File: src/rtl/uart_pkg.sv
// Shared UART definitions: receiver state encoding, line idle level and the
// baud divisor helper used by both the transmitter and the receiver.
package uart_pkg;

    typedef enum logic [1:0] {IDLE, START, DATA, STOP} uart_rx_state_t;

    localparam logic UART_IDLE_LEVEL = 1'b1;

    function automatic int clks_per_bit(input int clk_freq, input int baud);
        return clk_freq / baud;
    endfunction

endpackage

File: src/rtl/uart_rx_sampler.sv
// Receive front end: rx synchroniser, start-edge detector, per-bit clock counter
// and 3-sample majority vote around the bit centre.
module uart_rx_sampler
    import uart_pkg::*;
#(
    parameter int CLKS_PER_BIT = 10
) (
    input  logic clk,
    input  logic rst,
    input  logic rx_i,
    input  logic run_i,
    output logic start_edge_o,
    output logic sample_valid_o,
    output logic sample_bit_o,
    output logic bit_end_o
);

    localparam int HALF  = CLKS_PER_BIT / 2;
    localparam int CNT_W = $clog2(CLKS_PER_BIT);
    localparam logic [CNT_W-1:0] CNT_LAST   = CNT_W'(CLKS_PER_BIT - 1);
    localparam logic [CNT_W-1:0] CNT_VOTE_A = CNT_W'(HALF - 1);
    localparam logic [CNT_W-1:0] CNT_VOTE_B = CNT_W'(HALF);
    localparam logic [CNT_W-1:0] CNT_DECIDE = CNT_W'(HALF + 1);

    logic             rx_meta_q;
    logic             rx_s_q;
    logic             rx_d_q;
    logic [1:0]       fill_q;
    logic [CNT_W-1:0] cnt_q;
    logic [CNT_W-1:0] cnt_d;
    logic [1:0]       vote_q;

    always_comb begin
        cnt_d = cnt_q + CNT_W'(1);
        if (!run_i || cnt_q == CNT_LAST) begin
            cnt_d = '0;
        end
    end

    // fill_q keeps rx_d low until rx_s holds a real line sample, so the idle
    // reset value of the synchroniser can never masquerade as a seen-high line.
    always_ff @(posedge clk) begin
        if (rst) begin
            rx_meta_q <= UART_IDLE_LEVEL;
            rx_s_q    <= UART_IDLE_LEVEL;
            rx_d_q    <= 1'b0;
            fill_q    <= 2'b00;
            cnt_q     <= '0;
            vote_q    <= 2'b00;
        end else begin
            rx_meta_q <= rx_i;
            rx_s_q    <= rx_meta_q;
            fill_q    <= {fill_q[0], 1'b1};
            rx_d_q    <= rx_s_q & fill_q[1];
            cnt_q     <= cnt_d;
            if (run_i && cnt_q == CNT_VOTE_A) begin
                vote_q[0] <= rx_s_q;
            end
            if (run_i && cnt_q == CNT_VOTE_B) begin
                vote_q[1] <= rx_s_q;
            end
        end
    end

    assign start_edge_o   = rx_d_q & ~rx_s_q;
    assign sample_valid_o = run_i && (cnt_q == CNT_DECIDE);
    assign sample_bit_o   = (vote_q[0] & vote_q[1]) | (vote_q[0] & rx_s_q) | (vote_q[1] & rx_s_q);
    assign bit_end_o      = run_i && (cnt_q == CNT_LAST);

endmodule

File: src/rtl/uart_rx_frame.sv
// UART frame receiver: start validation, LSB-first data assembly and stop-bit
// check, with single-cycle strobes for start, good byte and framing error.
module uart_rx_frame
    import uart_pkg::*;
#(
    parameter int CLK_FREQ   = 50_000_000,
    parameter int BAUD_RATE  = 19200,
    parameter int DATA_WIDTH = 8
) (
    input  logic                  clk,
    input  logic                  rst,
    input  logic                  rx,
    output logic                  rx_ready,
    output logic                  rx_new_byte_started,
    output logic                  rx_new_byte_received,
    output logic [DATA_WIDTH-1:0] byteFromRx,
    output logic                  frame_error
);

    localparam int CLKS_PER_BIT = clks_per_bit(CLK_FREQ, BAUD_RATE);
    localparam int IDX_W        = (DATA_WIDTH > 1) ? $clog2(DATA_WIDTH) : 1;
    localparam logic [IDX_W-1:0] IDX_LAST = IDX_W'(DATA_WIDTH - 1);

    generate
        if (CLKS_PER_BIT < 8) begin : g_cpb_check
            $fatal(1, "uart_rx_frame: CLKS_PER_BIT must be at least 8");
        end
    endgenerate

    uart_rx_state_t        state_q, state_d;
    logic [IDX_W-1:0]      idx_q, idx_d;
    logic [DATA_WIDTH-1:0] shift_q, shift_d;
    logic [DATA_WIDTH-1:0] byte_q, byte_d;
    logic                  started_q, started_d;
    logic                  received_q, received_d;
    logic                  ferr_q, ferr_d;
    logic                  ready_q;

    logic start_edge;
    logic sample_valid;
    logic sample_bit;
    logic bit_end;

    uart_rx_sampler #(
        .CLKS_PER_BIT(CLKS_PER_BIT)
    ) u_sampler (
        .clk           (clk),
        .rst           (rst),
        .rx_i          (rx),
        .run_i         (state_q != IDLE),
        .start_edge_o  (start_edge),
        .sample_valid_o(sample_valid),
        .sample_bit_o  (sample_bit),
        .bit_end_o     (bit_end)
    );

    always_ff @(posedge clk) begin
        if (rst) begin
            state_q    <= IDLE;
            idx_q      <= '0;
            shift_q    <= '0;
            byte_q     <= '0;
            started_q  <= 1'b0;
            received_q <= 1'b0;
            ferr_q     <= 1'b0;
            ready_q    <= 1'b1;
        end else begin
            state_q    <= state_d;
            idx_q      <= idx_d;
            shift_q    <= shift_d;
            byte_q     <= byte_d;
            started_q  <= started_d;
            received_q <= received_d;
            ferr_q     <= ferr_d;
            ready_q    <= (state_d == IDLE);
        end
    end

    // STOP leaves at the mid-bit decision so a back-to-back start edge is caught.
    always_comb begin
        state_d = state_q;
        idx_d   = idx_q;
        case (state_q)
            IDLE: begin
                if (start_edge) begin
                    state_d = START;
                end
            end
            START: begin
                if (sample_valid && sample_bit) begin
                    state_d = IDLE;
                end else if (bit_end) begin
                    state_d = DATA;
                    idx_d   = '0;
                end
            end
            DATA: begin
                if (bit_end) begin
                    if (idx_q == IDX_LAST) begin
                        state_d = STOP;
                    end else begin
                        idx_d = idx_q + IDX_W'(1);
                    end
                end
            end
            STOP: begin
                if (sample_valid) begin
                    state_d = IDLE;
                end
            end
            default: state_d = IDLE;
        endcase
    end

    always_comb begin
        shift_d    = shift_q;
        byte_d     = byte_q;
        started_d  = 1'b0;
        received_d = 1'b0;
        ferr_d     = 1'b0;
        case (state_q)
            START: begin
                if (sample_valid && !sample_bit) begin
                    started_d = 1'b1;
                end
            end
            DATA: begin
                if (sample_valid) begin
                    shift_d[idx_q] = sample_bit;
                end
            end
            STOP: begin
                if (sample_valid) begin
                    if (sample_bit) begin
                        byte_d     = shift_q;
                        received_d = 1'b1;
                    end else begin
                        ferr_d = 1'b1;
                    end
                end
            end
            default: ;
        endcase
    end

    assign rx_ready             = ready_q;
    assign rx_new_byte_started  = started_q;
    assign rx_new_byte_received = received_q;
    assign byteFromRx           = byte_q;
    assign frame_error          = ferr_q;

endmodule

File: config.mk
export PLATFORM = sky130hd
export DESIGN_NAME = uart_rx_frame
export DESIGN_NICKNAME = d
export VERILOG_FILES = /design/src/rtl/uart_pkg.sv /design/src/rtl/uart_rx_sampler.sv /design/src/rtl/uart_rx_frame.sv
export SDC_FILE = /design/constraint.sdc
export NUM_CORES = 1
export LEC_CHECK = 0
export CAP_MARGIN = 5
export CORE_AREA = 2 2 60 76
export DETAILED_ROUTE_END_ITERATION = 7
export DIE_AREA = 0 0 62 78
export PLACE_DENSITY = 0.78
export SLEW_MARGIN = 20
export SYNTH_ARGS = -nofsm -noshare
export SYNTH_HDL_FRONTEND = slang
export SYNTH_SLANG_ARGS = --single-unit
File: constraint.sdc
create_clock -name clk -period 1.9 [get_ports clk]
set_input_delay 0.19 -clock clk [delete_from_list [all_inputs] [get_ports clk]]
set_output_delay 0.19 -clock clk [all_outputs]
set_load 0.005 [all_outputs]
Yosys cells after proc, flatten, opt, wreduce, memory -nomap -nowiden
Index checks and enable logic that the tools add are counted.
{"block": "classes", "reduce_logical": 20, "n_lt_le_gt_ge": 2, "n_addsub": 2, "bitwise_logic": 11, "muxes": 19, "n_eq_ne": 12}
{"operator": "$eq A12 B11 Y1 const B", "count": 3}
{"operator": "$add A12 B1 Y12 const B", "count": 1}
{"operator": "$eq A12 B12 Y1 const B", "count": 1}
{"operator": "$mux W2", "count": 6}
{"operator": "$mux W3", "count": 4}
{"operator": "$bwmux W8", "count": 1}
{"operator": "$ne A2 B2 Y1 const B", "count": 4}
{"operator": "$pmux W2 S4", "count": 1}
{"operator": "$logic_and A1 B1 Y1", "count": 7}
{"operator": "$pmux W3 S2", "count": 1}
{"operator": "$and A1 B1 Y1", "count": 5}
{"operator": "$mux W1", "count": 5}
{"operator": "$reduce_and A5 Y1", "count": 1}
{"operator": "$eq A2 B2 Y1 const B", "count": 2}
{"operator": "$logic_not A2 Y1", "count": 2}
{"operator": "$lt A3 B4 Y1 const B", "count": 1}
{"operator": "$not A1 Y1", "count": 4}
{"operator": "$reduce_bool A2 Y1", "count": 2}
{"operator": "$reduce_or A2 Y1", "count": 2}
{"operator": "$add A3 B1 Y3 const B", "count": 1}
{"operator": "$demux W1 S3", "count": 1}
{"operator": "$eq A3 B3 Y1 const B", "count": 1}
{"operator": "$ge A3 B1 Y1 const B", "count": 1}
{"operator": "$reduce_and A3 Y1", "count": 1}
{"operator": "other kinds (6)", "count": 8}
{"block": "totals", "register_bits": 44, "output_inout_bits": 12, "word_cells": 82, "input_bits": 3}

Longest topological paths before layout
{"block": "logic_depth", "depth_word": 7, "mapped_depth": 6, "ltp_nobuf": 6}

By module
Synthesis repeated with hierarchy kept, for this count alone.
{"block": "hier_totals", "hier_cells": 220, "area_unflattened_um2": 1990.7}
{"mod": "uart_rx_frame", "seq_area_each_um2": 500.5, "n_inst": 1, "area_per_inst_um2": 1067.3, "cells_per_inst": 125}
{"mod": "uart_rx_sampler", "seq_area_each_um2": 380.4, "n_inst": 1, "area_per_inst_um2": 923.4, "cells_per_inst": 95}

Least setup slack after synthesis
No wires, ideal clock.
{"block": "synth_path", "kind": "register to register", "startpoint": "register u_sampler.cnt_q[0]", "endpoint": "register idx_q[0]", "slack_ps": 191, "synth_period_minus_slack_ps": 1709, "arrival_ps": 1642, "required_ps": 1833, "n_path_buf": 0, "setup_time_ps": 67, "path_stages_with_launch": 6, "cell_sequence": "dfxtp_1 ha_1 and4b_1 o2111ai_2 or3_1 a21oi_2"}
{"block": "synth_between", "elab_chain_cells": 5, "word_cells_on_any_way": 9, "classes_between": "eq/ne: 5; reduce/logical: 4"}
{"element": "start: declaration", "line": "uart_rx_sampler.sv:29", "text": "logic [CNT_W-1:0] cnt_q;"}
{"element": "start signal: assignment", "line": "uart_rx_sampler.sv:55", "text": "cnt_q <= cnt_d;"}
{"element": "$eq A12 B11 Y1", "line": "uart_rx_sampler.sv:66", "text": "assign sample_valid_o = run_i && (cnt_q == CNT_DECIDE);"}
{"element": "$logic_and A1 B1 Y1", "line": "uart_rx_sampler.sv:66"}
{"element": "$logic_and A1 B1 Y1", "line": "uart_rx_frame.sv:90", "text": "if (sample_valid && sample_bit) begin"}
{"element": "$ne A2 B2 Y1 (no source line)"}
{"element": "$reduce_and A5 Y1 (no source line) (*)"}
{"element": "end signal: assignment", "line": "uart_rx_frame.sv:69", "text": "idx_q <= idx_d;"}
{"element": "end: declaration", "line": "uart_rx_frame.sv:31", "text": "logic [IDX_W-1:0] idx_q, idx_d;"}
Mark *: on every way between the ends. The rest lies on a longest branch, timed or not.
A chain may end at the register's enable or synchronous reset.

Worst setup path after layout
{"block": "layout_path", "startpoint": "register idx_q[0]", "endpoint": "register idx_q[0]"}
{"block": "layout_between", "elab_chain_cells": 4, "word_cells_on_any_way": 7, "classes_between": "add/sub: 1; eq/ne: 2; mux: 3; reduce/logical: 1"}
{"element": "$add A3 B1 Y3", "line": "uart_rx_frame.sv:102", "text": "idx_d = idx_q + IDX_W'(1);"}
{"element": "$mux W3", "line": "uart_rx_frame.sv:99", "text": "if (idx_q == IDX_LAST) begin"}
{"element": "$mux W3", "line": "uart_rx_frame.sv:98", "text": "if (bit_end) begin"}
{"element": "$pmux W3 S2", "line": "uart_rx_frame.sv:83", "text": "case (state_q)"}
Parallel ways exist; a longest one is shown, timed or not. The select of a mux whose other input is x is not followed.

==> impl_results.md <==
- Routed length per instance: 12.2 um
- CTS Sinks: 44
- Wire length on met3: 90 um
- Pin count of the biggest net entering global routing: 18
- Routed met2 length: 1750 um
- # resized after CTS: 0
- Final ANT Viol Nets: 0
- Gpl congestion: 0.827
- Via-to-Cell Ratio: 5.16
- Min Clock Period, post-route: about 1800 ps
- Worst Hold Class: reg -> reg
- CTS H-tree depth: 2
- Die H: 78 um
- Slew Viols, Final: 0
- Post-synth ARST share: 0%
- Fin crit share: 92.9%
- Critical path startpoint category: flip-flop
- # Max-Cap Violations: 0
- Iteration-0 DRC Markers: 37
- Pleak: 0.832 nW
- Pre-CTS setup slack: 145 ps
- Clock Skew: 7.27 ps
- Seq/Total Area, Yosys: 44.7%
- Setup ws final: 135 ps
- Root Buffer: clkbuf_8
- # diodes: 0
- Max clock buf depth: 2
- Number of synthesized flops with an enable pin: 0
- Num ports: 15
- Setup CP Type: reg -> reg
- Status: finished, final reports clean
- Total die area: 0.00484 mm2
- Routed via count: roughly 1.5k
- Clock transition at path regs: 90 ps
- Area Overhead vs Synth: 16.1%
- Synth cell types: 45
- Initial Utilization: 48.5%
- Syn. warnings: 0
- Max FO, Critical Path: 7
- Number of global-route vias before repair: approximately 1.3k
- Mapped Area: 0.00197 mm2
- CTS Buf Count: 5
- Most frequent CP cell: ha_1
- Slowest stage delay, CP: 370 ps
- RSZ-0062 raised after global routing: no
- # port buffers: 14
- CP Data Required Time: 2130 ps
- Most frequent cells in the layout: dfxtp_1, nand2_1, nor2_1, mux2i_1, clkdlybuf4s50_1
- CTS tree: yes
- Yosys reg bits: between 40 and 50
- 1st-pass router iterations: 4
- Pwr per Cell Area: 717 mW/mm2
- Core Area: 0.00407 mm2
- Setup TNS: 0 ps
- FMAX: 567 MHz
- Synth area leaders: dfxtp_1, mux2i_1, nand2_1
- CP max-delay cell: dfxtp_1
- Fin nets: 233
- Global route overflow: 0
- Synth top area share: 44.7%
- Row count: 26
- Hold buffers post-CTS: 0
- First-pass GRT wire length: 5800 um
- Cell taking the most area after synthesis: dfxtp_1
- Arrival @ worst endpoint: 2000 ps
- Gate count of the mapped netlist: approximately 200
- Initial antenna violation count: 0
- Detailed-route wire length: 3450 um
- WL met1: 1560 um
- Synthesized net count: 213
- Dpl hpwl: 2490 um
- Final hold vios: 0
- CP Capture Type: flip-flop
- Clk Latency, worst-skew pair: approximately 300 ps
- Worst slew pin tran: approximately 390 ps
- Ratio of cells with drive above 1 in the final layout: 12.4%
- Setup Buffers After CTS: 0
- Gr usage total: around 16%
- Avg Cell Area, Syn: 9.62 um2
- Top sig layer: met4
- # setup viols final: 0
- Die W: approximately 62 um
- Rel. slew slack: 73.6%
- Most common cell after layout, fill and taps aside: dfxtp_1
- Total power: 1.64 mW
- Worst VDD drop: 0.403 mV
- Critical path cell sequence: ha_1 > ha_1 > nor3b_1 > o2111ai_2 > or3_1 > a21oi_2
- Top FF cell, synth: dfxtp_1
- Final routed DRC violation total: 0
[worst paths after layout]
path                             from               end  slack, ps  depth (start not counted)
setup / recovery             idx_q[0]          idx_q[0]        140                          6
hold / removal    u_sampler.rx_meta_q  u_sampler.rx_s_q        420                          1
setup reg to reg             idx_q[0]          idx_q[0]        140                          6
hold reg to reg   u_sampler.rx_meta_q  u_sampler.rx_s_q        420                          1
[synthesized netlist by cell type (all sizes together) (2+ instances only)]
cell,instances
nand4,9
ha,5
inv,6
buf,3
dfxtp,44
and3,2
and4bb,2
xnor2,2
nor4b,2
and4,4
nand2b,4
nand3,7
xor2,8
and2,2
nand4b,2
nand2,28
mux2i,16
a21oi,6
nor4,7
nor3b,2
nor2b,4
nor2,16
or2,4
and4b,2
o21ai,3
clkbuf,4
[kinds of logic (layout without fill, tap and decap cells)]
| kind of cell | count (synthesis) | count (layout) | synth area share (%) |
|---|---|---|---|
| DFF | 44 | 44 | 44.7 |
| xor gates and xnor gates | 10 | 10 | 4.44 |
| AOI/OAI and AO/OA | 15 | 15 | 5.33 |
| muxes | 16 | 16 | 8.12 |
| adders and majority gates | 6 | 6 | 3.68 |
| buffers and inverters | 14 | 35 | 2.85 |
| and+or+nand+nor | 100 | 100 | 30.9 |
[cell type report]
class / instances / area (um2)
multi-input combinational: 147 / 1030
tap: 56 / 70.1
inverter: 7 / 26.3
sequential: 44 / 881
clock buffer: 5 / 68.8
fill: 358 / 1780
timing repair buffer: 20 / 185
clock inverter: 3 / 23.8
[metal layers]
metal  up-vias  GRT usage, %
li1        761             -
met1       670          19.5
met2        19          25.9
met3         6          4.50
met4         0          7.23
met5         -             0
[stage by stage]
stage	hold slack, ps	util, %	instances	instance area (um2)
6_report	419	56.3	282	2290
5_1_grt	458	56.3	282	2290
3_3_place_gp	392	54.0	274	2200
3_5_place_dp	399	54.0	274	2200
4_1_cts	421	56.3	282	2290
2_1_floorplan	294	-	205	1970
[sequential cells by signal, indices dropped and copies added (netlist names), 2 cells and up]
register and flops:
state_q 2, u_sampler.vote_q 2, byteFromRx 8, shift_q 8
u_sampler.cnt_q 12, idx_q 3, u_sampler.fill_q 2
[worst max-delay path: cells and delay by family (launching register included)]
family,cells,cell delay [ps]
AND/OR/NAND/NOR,2,590
adder cells (fa/ha/maj),2,410
flip-flops,1,370
AO/OA/AOI/OAI,2,340
[where the power goes]
| part | switching, mW | internal [mW] |
|---|---|---|
| clock network | 0.335 | 0.260 |
| logic | 0.0490 | 0.0414 |
| registers | 0.0174 | 0.938 |
(Power assumes the default switching activity.)
